[src/rtl/bus_arbiter_pkg.sv]
// bus_pkg: shared definitions for the two-master bus arbiter.
//   state_t         - arbiter FSM states
//   M0 / M1         - master identifiers as carried on owner / winner
//   RD_LATENCY_MAX  - largest supported slave read latency
//   CNT_W           - width of the read-latency down-counter
package bus_pkg;

    typedef enum logic [1:0] {
        IDLE  = 2'd0,
        ISSUE = 2'd1,
        WAIT  = 2'd2,
        RESP  = 2'd3
    } state_t;

    localparam logic M0 = 1'b0;
    localparam logic M1 = 1'b1;

    localparam int RD_LATENCY_MAX = 4;
    localparam int CNT_W          = $clog2(RD_LATENCY_MAX + 1);

endpackage

[src/rtl/bus_arbiter_if.sv]
// bus_arbiter_if: bundle of the two master request ports and the slave port.
//   m0_* / m1_*  : req, addr, wdata, wstrb in; ack, rdata out (arbiter view)
//   s_*          : addr, wdata, wstrb, rstrb out; rdata in (arbiter view)
//   owner, busy  : arbiter status
// Modports:
//   slave  - the arbiter itself (it serves the masters and drives the slave bus)
//   master - the surrounding system (requesters plus the downstream slave)
interface bus_arbiter_if #(
    parameter int ADDR_W = 32,
    parameter int DATA_W = 32
);
    logic                  m0_req;
    logic [ADDR_W-1:0]     m0_addr;
    logic [DATA_W-1:0]     m0_wdata;
    logic [DATA_W/8-1:0]   m0_wstrb;
    logic                  m0_ack;
    logic [DATA_W-1:0]     m0_rdata;

    logic                  m1_req;
    logic [ADDR_W-1:0]     m1_addr;
    logic [DATA_W-1:0]     m1_wdata;
    logic [DATA_W/8-1:0]   m1_wstrb;
    logic                  m1_ack;
    logic [DATA_W-1:0]     m1_rdata;

    logic [ADDR_W-1:0]     s_addr;
    logic [DATA_W-1:0]     s_wdata;
    logic [DATA_W/8-1:0]   s_wstrb;
    logic                  s_rstrb;
    logic [DATA_W-1:0]     s_rdata;

    logic                  owner;
    logic                  busy;

    modport slave (
        input  m0_req, m0_addr, m0_wdata, m0_wstrb,
        input  m1_req, m1_addr, m1_wdata, m1_wstrb,
        input  s_rdata,
        output m0_ack, m0_rdata, m1_ack, m1_rdata,
        output s_addr, s_wdata, s_wstrb, s_rstrb,
        output owner, busy
    );

    modport master (
        output m0_req, m0_addr, m0_wdata, m0_wstrb,
        output m1_req, m1_addr, m1_wdata, m1_wstrb,
        output s_rdata,
        input  m0_ack, m0_rdata, m1_ack, m1_rdata,
        input  s_addr, s_wdata, s_wstrb, s_rstrb,
        input  owner, busy
    );
endinterface

[src/rtl/bus_arbiter_rr_pick2.sv]
// rr_pick2: combinational two-way grant selection.
//   i_req[1:0]    in  request per master
//   i_last        in  master granted most recently
//   i_fixed_prio  in  1 = master 0 always wins contention
//   o_valid       out some request is present
//   o_winner      out selected master (meaningful when o_valid)
module rr_pick2
    import bus_pkg::*;
(
    input  logic [1:0] i_req,
    input  logic       i_last,
    input  logic       i_fixed_prio,
    output logic       o_valid,
    output logic       o_winner
);

    always_comb begin
        o_valid  = |i_req;
        o_winner = M0;
        if (i_req == 2'b11) begin
            // Contention: round-robin hands the grant to whoever did not win last.
            o_winner = i_fixed_prio ? M0 : ~i_last;
        end else if (i_req[1]) begin
            o_winner = M1;
        end
    end

endmodule

[src/rtl/bus_arbiter.sv]
// bus_arbiter: shares one single-beat slave bus between two masters.
//   clk   in  clock
//   rst   in  asynchronous active-high reset
//   bus   slave modport of bus_arbiter_if (master requests, slave bus, status)
// Parameters: ADDR_W, DATA_W, RD_LATENCY (1..RD_LATENCY_MAX), FIXED_PRIO.
module bus_arbiter
    import bus_pkg::*;
#(
    parameter int ADDR_W     = 32,
    parameter int DATA_W     = 32,
    parameter int RD_LATENCY = 1,
    parameter int FIXED_PRIO = 0
) (
    input  logic           clk,
    input  logic           rst,
    bus_arbiter_if.slave   bus
);

    localparam int                STRB_W = DATA_W / 8;
    localparam logic [CNT_W-1:0]  LAT    = CNT_W'(RD_LATENCY);

    state_t              r_state;
    state_t              w_next_state;
    logic                r_owner;
    logic                r_last;
    logic [ADDR_W-1:0]   r_addr;
    logic [DATA_W-1:0]   r_wdata;
    logic [STRB_W-1:0]   r_wstrb;
    logic [CNT_W-1:0]    r_cnt;
    logic                r_busy;
    logic                r_m0_ack;
    logic                r_m1_ack;
    logic [DATA_W-1:0]   r_m0_rdata;
    logic [DATA_W-1:0]   r_m1_rdata;

    logic                w_valid;
    logic                w_winner;
    logic                w_is_write;
    logic                w_capture;

    rr_pick2 u_pick (
        .i_req        ({bus.m1_req, bus.m0_req}),
        .i_last       (r_last),
        .i_fixed_prio (FIXED_PRIO != 0),
        .o_valid      (w_valid),
        .o_winner     (w_winner)
    );

    assign w_is_write = |r_wstrb;
    assign w_capture  = (r_state == WAIT) && (w_next_state == RESP);

    always_ff @(posedge clk or posedge rst) begin
        if (rst) begin
            r_state <= IDLE;
        end else begin
            r_state <= w_next_state;
        end
    end

    always_comb begin
        w_next_state = r_state;
        case (r_state)
            IDLE:    if (w_valid) w_next_state = ISSUE;
            ISSUE:   w_next_state = w_is_write ? RESP : WAIT;
            WAIT:    if (r_cnt == CNT_W'(1)) w_next_state = RESP;
            RESP:    w_next_state = IDLE;
            default: w_next_state = IDLE;
        endcase
    end

    always_comb begin
        bus.s_addr  = '0;
        bus.s_wdata = '0;
        bus.s_wstrb = '0;
        bus.s_rstrb = 1'b0;
        if (r_state != IDLE) begin
            bus.s_addr  = r_addr;
            bus.s_wdata = r_wdata;
        end
        if (r_state == ISSUE) begin
            if (w_is_write) begin
                bus.s_wstrb = r_wstrb;
            end else begin
                bus.s_rstrb = 1'b1;
            end
        end
    end

    // Request latch, latency counter, last pointer and the registered master-side outputs.
    always_ff @(posedge clk or posedge rst) begin
        if (rst) begin
            r_owner    <= M0;
            r_last     <= M1;
            r_addr     <= '0;
            r_wdata    <= '0;
            r_wstrb    <= '0;
            r_cnt      <= '0;
            r_busy     <= 1'b0;
            r_m0_ack   <= 1'b0;
            r_m1_ack   <= 1'b0;
            r_m0_rdata <= '0;
            r_m1_rdata <= '0;
        end else begin
            case (r_state)
                IDLE: begin
                    if (w_valid) begin
                        r_owner <= w_winner;
                        r_addr  <= (w_winner == M1) ? bus.m1_addr  : bus.m0_addr;
                        r_wdata <= (w_winner == M1) ? bus.m1_wdata : bus.m0_wdata;
                        r_wstrb <= (w_winner == M1) ? bus.m1_wstrb : bus.m0_wstrb;
                    end
                end
                ISSUE: begin
                    if (!w_is_write) r_cnt <= LAT;
                end
                WAIT: begin
                    r_cnt <= r_cnt - CNT_W'(1);
                end
                RESP: begin
                    r_last <= r_owner;
                end
                default: ;
            endcase

            r_busy   <= (w_next_state != IDLE);
            r_m0_ack <= (w_next_state == RESP) && (r_owner == M0);
            r_m1_ack <= (w_next_state == RESP) && (r_owner == M1);
            // Read data is taken straight into the owner's output register on the
            // last WAIT cycle; writes (and every non-RESP cycle) present zero.
            r_m0_rdata <= (w_capture && r_owner == M0) ? bus.s_rdata : '0;
            r_m1_rdata <= (w_capture && r_owner == M1) ? bus.s_rdata : '0;
        end
    end

    assign bus.m0_ack   = r_m0_ack;
    assign bus.m1_ack   = r_m1_ack;
    assign bus.m0_rdata = r_m0_rdata;
    assign bus.m1_rdata = r_m1_rdata;
    assign bus.owner    = r_owner;
    assign bus.busy     = r_busy;

endmodule

[src/flat_wrapper.sv]
// flat-port wrapper written by rule: the top's interface ports become plain ports
module bus_arbiter_flat import bus_pkg::*;
#(
    parameter int ADDR_W     = 32,
    parameter int DATA_W     = 32,
    parameter int RD_LATENCY = 1,
    parameter int FIXED_PRIO = 0
)
  (clk, rst, bus_m0_req, bus_m0_addr, bus_m0_wdata, bus_m0_wstrb, bus_m1_req, bus_m1_addr, bus_m1_wdata, bus_m1_wstrb, bus_s_rdata, bus_m0_ack, bus_m0_rdata, bus_m1_ack, bus_m1_rdata, bus_s_addr, bus_s_wdata, bus_s_wstrb, bus_s_rstrb, bus_owner, bus_busy);
  bus_arbiter_if #(.ADDR_W(ADDR_W), .DATA_W(DATA_W)) bus_i ();
  input  logic clk;
  input  logic rst;
  input wire logic [$bits(bus_i.m0_req)-1:0] bus_m0_req;
  input wire logic [$bits(bus_i.m0_addr)-1:0] bus_m0_addr;
  input wire logic [$bits(bus_i.m0_wdata)-1:0] bus_m0_wdata;
  input wire logic [$bits(bus_i.m0_wstrb)-1:0] bus_m0_wstrb;
  input wire logic [$bits(bus_i.m1_req)-1:0] bus_m1_req;
  input wire logic [$bits(bus_i.m1_addr)-1:0] bus_m1_addr;
  input wire logic [$bits(bus_i.m1_wdata)-1:0] bus_m1_wdata;
  input wire logic [$bits(bus_i.m1_wstrb)-1:0] bus_m1_wstrb;
  input wire logic [$bits(bus_i.s_rdata)-1:0] bus_s_rdata;
  output wire logic [$bits(bus_i.m0_ack)-1:0] bus_m0_ack;
  output wire logic [$bits(bus_i.m0_rdata)-1:0] bus_m0_rdata;
  output wire logic [$bits(bus_i.m1_ack)-1:0] bus_m1_ack;
  output wire logic [$bits(bus_i.m1_rdata)-1:0] bus_m1_rdata;
  output wire logic [$bits(bus_i.s_addr)-1:0] bus_s_addr;
  output wire logic [$bits(bus_i.s_wdata)-1:0] bus_s_wdata;
  output wire logic [$bits(bus_i.s_wstrb)-1:0] bus_s_wstrb;
  output wire logic [$bits(bus_i.s_rstrb)-1:0] bus_s_rstrb;
  output wire logic [$bits(bus_i.owner)-1:0] bus_owner;
  output wire logic [$bits(bus_i.busy)-1:0] bus_busy;
  assign bus_i.m0_req = bus_m0_req;
  assign bus_i.m0_addr = bus_m0_addr;
  assign bus_i.m0_wdata = bus_m0_wdata;
  assign bus_i.m0_wstrb = bus_m0_wstrb;
  assign bus_i.m1_req = bus_m1_req;
  assign bus_i.m1_addr = bus_m1_addr;
  assign bus_i.m1_wdata = bus_m1_wdata;
  assign bus_i.m1_wstrb = bus_m1_wstrb;
  assign bus_i.s_rdata = bus_s_rdata;
  assign bus_m0_ack = bus_i.m0_ack;
  assign bus_m0_rdata = bus_i.m0_rdata;
  assign bus_m1_ack = bus_i.m1_ack;
  assign bus_m1_rdata = bus_i.m1_rdata;
  assign bus_s_addr = bus_i.s_addr;
  assign bus_s_wdata = bus_i.s_wdata;
  assign bus_s_wstrb = bus_i.s_wstrb;
  assign bus_s_rstrb = bus_i.s_rstrb;
  assign bus_owner = bus_i.owner;
  assign bus_busy = bus_i.busy;
  bus_arbiter #(.ADDR_W(ADDR_W), .DATA_W(DATA_W), .RD_LATENCY(RD_LATENCY), .FIXED_PRIO(FIXED_PRIO)) u_core (.clk(clk), .rst(rst), .bus(bus_i));
endmodule
[config.mk]
export PLATFORM = sky130hd
export DESIGN_NAME = bus_arbiter_flat
export DESIGN_NICKNAME = d
export VERILOG_FILES = /design/src/rtl/bus_arbiter_pkg.sv /design/src/rtl/bus_arbiter_if.sv /design/src/rtl/bus_arbiter_rr_pick2.sv /design/src/rtl/bus_arbiter.sv /design/src/flat_wrapper.sv
export SDC_FILE = /design/constraint.sdc
export NUM_CORES = 1
export LEC_CHECK = 0
export ABC_AREA = 1
export CORE_MARGIN = 4
export CORE_UTILIZATION = 37
export DETAILED_ROUTE_END_ITERATION = 8
export PLACE_DENSITY = 0.74
export RECOVER_POWER = 50
export SYNTH_ARGS = -nofsm -noshare
export SYNTH_HDL_FRONTEND = slang
export SYNTH_SLANG_ARGS = --single-unit
[constraint.sdc]
create_clock -name clk -period 5.1 [get_ports clk]
set_input_delay 1.275 -clock clk [delete_from_list [all_inputs] [get_ports clk]]
set_output_delay 1.275 -clock clk [all_outputs]
set_load 0.005 [all_outputs]
==> metrics.md <==
| Metric | Value |
|---|---|
| Status | `finished, violations left` |
| Violated checks | `max-capacitance violations, max-slew violations` |
| Cts bufs inserted | `17` |
| Placed cell area | `approximately 9600 um^2` |
| Worst setup skew after layout | `11.9 ps` |
| Slew Limit Fails | `between 90 and 100` |
| Routed WL per cell | `around 16 um` |
| Die Span X | `about 140 um` |
| Post_cts resized | `0` |
| Worst-Margin Slew | `~1900 ps` |
| Final setup violating endpoints | `0` |
| Crit path DAT | `around 4300 ps` |
| Cell count after synthesis | `a little under 700` |
| Maximum clock path buffer count | `2` |
| Yosys warns | `0` |
| Rows | `47` |
| Die height | `140 um` |
| Initial drt markers | `237` |
| Final hold violations | `0` |
| Initial core utilization | `0.382` |
| Slew headroom | `-0.282` |
| Fraction of layout cells with a size suffix above 1 | `0.113` |
| DP Wirelength | `between 10000 and 15000 um` |
| CP Max Fanout | `92` |
| Total Routed Length | `about 20000 um` |
| TritonCTS clock tree | `yes` |
| Static leakage | `around 4.7 nW` |
| Pwr/cell area | `approximately 500 nW/um^2` |
| Vias | `5641` |
| Num ports | `a little over 300` |
| Post-synthesis mux area share | `0` |
| VDD IR max | `just under 300 uV` |
| Synth Area in Adders | `0.0117` |
| Clk slew on worst S/H paths | `roughly 60 ps` |
| Drt drc | `0` |
| Post-synth cell types | `30` |
| Critical Path RT | `5400 ps` |
| Cell taking the most area after synthesis | `dfrtp_1` |
| Post-synthesis net count | `858` |
| Max-Cap Viols | `1` |
| Area of the mapped netlist | `around 6400 um^2` |
| Sequential area share after synthesis | `0.553` |
| CP Capture Type | `async pin` |
| Crit share post-route | `0.782` |
| Clk root buf | `clkbuf_16` |
| ANT cells | `0` |
| Total power | `approximately 0.0052 W` |
| #FFs+latches synth | `142` |
| RSZ-0062 raised after global routing | `no` |
| Simple-gate area share of the yosys netlist | `0.203` |
| Area growth, synth to finish | `58.2%` |
| Pre-CTS setup slack | `around 1500 ps` |
| Setup WS post-layout | `about 1100 ps` |
| Core outline area | `16800 um^2` |
| Total setup buffers inserted after CTS | `0` |
| Peak Freq | `around 0.25 GHz` |
| Ranking of synthesized cells by area | `dfrtp_1 55%, nor3_2 8.9%, nor2_1 8.1%` |
| Final Hold Slack | `about 490 ps` |
| Htree depth | `4` |
| Worst-Skew Late Latency | `approximately 420 ps` |
| CP Launch Type | `input port` |
| Final min period | `about 4000 ps` |
| Vias in the first global route | `5521` |
| Grt ovf | `0` |
| Largest net degree at the start of global routing | `93` |
| Via density | `about 4.7` |
| Complex-gate fraction of the synthesized area | `0.124` |
| Final nets | `around 1100` |
| WS Path Type | `input port to async pin` |
| Die footprint | `19500 um^2` |
| Xor/xnor share of the synthesized area | `0.00136` |
| DRT Pass-1 Iters | `4` |
| Hold Crit Class | `register to register` |
| GRT Total Usage | `0.199` |
| Placer Congestion | `between 0.8 and 0.9` |
| Final ANT Viol Nets | `0` |
| Setup TNS | `0 ps` |
| Syn avg cell area | `between 9 and 10 um^2` |
| Post-synth top area share | `0.549` |
| Largest family of logic cells by synthesized area | `simple AND/OR/NAND/NOR gates` |
| Global-route wire length before repair | `~30000 um` |
| IO buf count | `308` |
| Clock sink count | `142` |
| Antenna violations before repair | `0` |
| Final std cell area, no fill | `10200 um^2` |
| CTS Hold Buffers Added | `0` |
synth_stat cells:
library cell / instances
nand3_2: 1
nor2_4: 1
a21oi_1: 1
xnor2_1: 1
nand2_2: 1
or2_2: 1
inv_2: 2
ha_1: 6
o31ai_1: 2
buf_4: 1
o21ai_0: 71
nor3_1: 4
o21ai_1: 3
nand4_4: 1
clkinv_1: 1
o22ai_1: 64
nand2_1: 18
nor3_4: 3
nand3_1: 2
buf_2: 20
inv_1: 109
clkbuf_1: 19
nor2_1: 138
dfstp_2: 1
dfrtp_1: 141
nor2_2: 1
buf_6: 8
and2_1: 1
nor3_2: 57
a21boi_0: 1
report_power, final:
part	leakage, nW	internal (W)	switching, W
Combinational	2.63	0.00115	0.00126
Clock	0.279	0.000723	0.000483
Sequential	1.84	0.00150	0.000110
flip-flops by register name, indices dropped and copies added (netlist names):
signal	flops
u_core.bus.owner	1
u_core.bus.m1_ack	1
u_core.r_state	2
u_core.bus.m1_rdata	32
u_core.bus.m0_rdata	32
u_core.r_cnt	3
u_core.r_addr	32
u_core.r_last	1
u_core.bus.m0_ack	1
u_core.bus.busy	1
u_core.r_wdata	32
u_core.r_wstrb	4
metal layers:
layer / global-route usage / share of wire / vias up
met2: 0.332 / 0.49 / 206
met5: 0 / 0 / -
li1: - / - / 2767
met4: 0.0841 / 0.037 / 0
met3: 0.0545 / 0.061 / 45
met1: 0.243 / 0.41 / 2623
per-stage QoR:
stage,std cells,util
after floorplan,680,-
after global placement,1169,0.571
after detailed placement,1169,0.571
after CTS,1201,0.605
after global routing,1201,0.605
final,1201,0.605
layout make-up:
type	instances	area, um^2
multi-input combinational	378	2190
clock buffer	19	433
timing repair buffer	317	3150
inverter	112	424
tap	220	275
clock inverter	13	141
fill	1465	6650
sequential	142	3560
final timing paths:
path	from	to	slack (ps)	cells past startpoint
max	rst	u_core.r_wdata[6]	1110	3
min	u_core.r_cnt[1]	u_core.r_cnt[1]	490	2
max reg2reg	u_core.r_state[0]	u_core.r_wstrb[3]	1860	9
min reg2reg	u_core.r_cnt[1]	u_core.r_cnt[1]	490	2
max in group clk	u_core.r_state[0]	bus_s_wdata[27]	1130	5
min in group asynchronous	rst	u_core.bus.m1_rdata[25]	1890	2
kinds of logic after synthesis:
group	Yosys count
fa+ha+maj	6
flops	142
xor+xnor	1
simple gates	229
compound gates	142
buf+inv	160
layout by cell type, fill, tap and decap left out, types with 2 or more instances in the layout:
cell             netlist  layout
nor3_4                 3       3
o22ai_1               64      64
o21ai_1                3       3
bufinv_16              0       2
clkbuf_16              0      17
inv_1                109     109
dlygate4sd3_1          0      61
nor3_2                57      57
dfrtp_1              141     140
nand2_2                1       2
ha_1                   6       5
o31ai_1                2       2
clkbuf_1              19       2
nand2_1               18      17
clkdlybuf4s50_1        0     247
clkinv_4               0       3
nor3_1                 4       4
nor2_1               138     138
clkinv_2               0       4
nand3_1                2       2
clkinvlp_4             0       3
o21ai_0               71      71
buf_4                  1       8
worst max-delay path, cell delays in order:
cell           delay (ps)
dlygate4sd3_1         570
clkinvlp_4           1200
clkbuf_2             1180
Note: power is estimated with default switching activity, not from simulation.
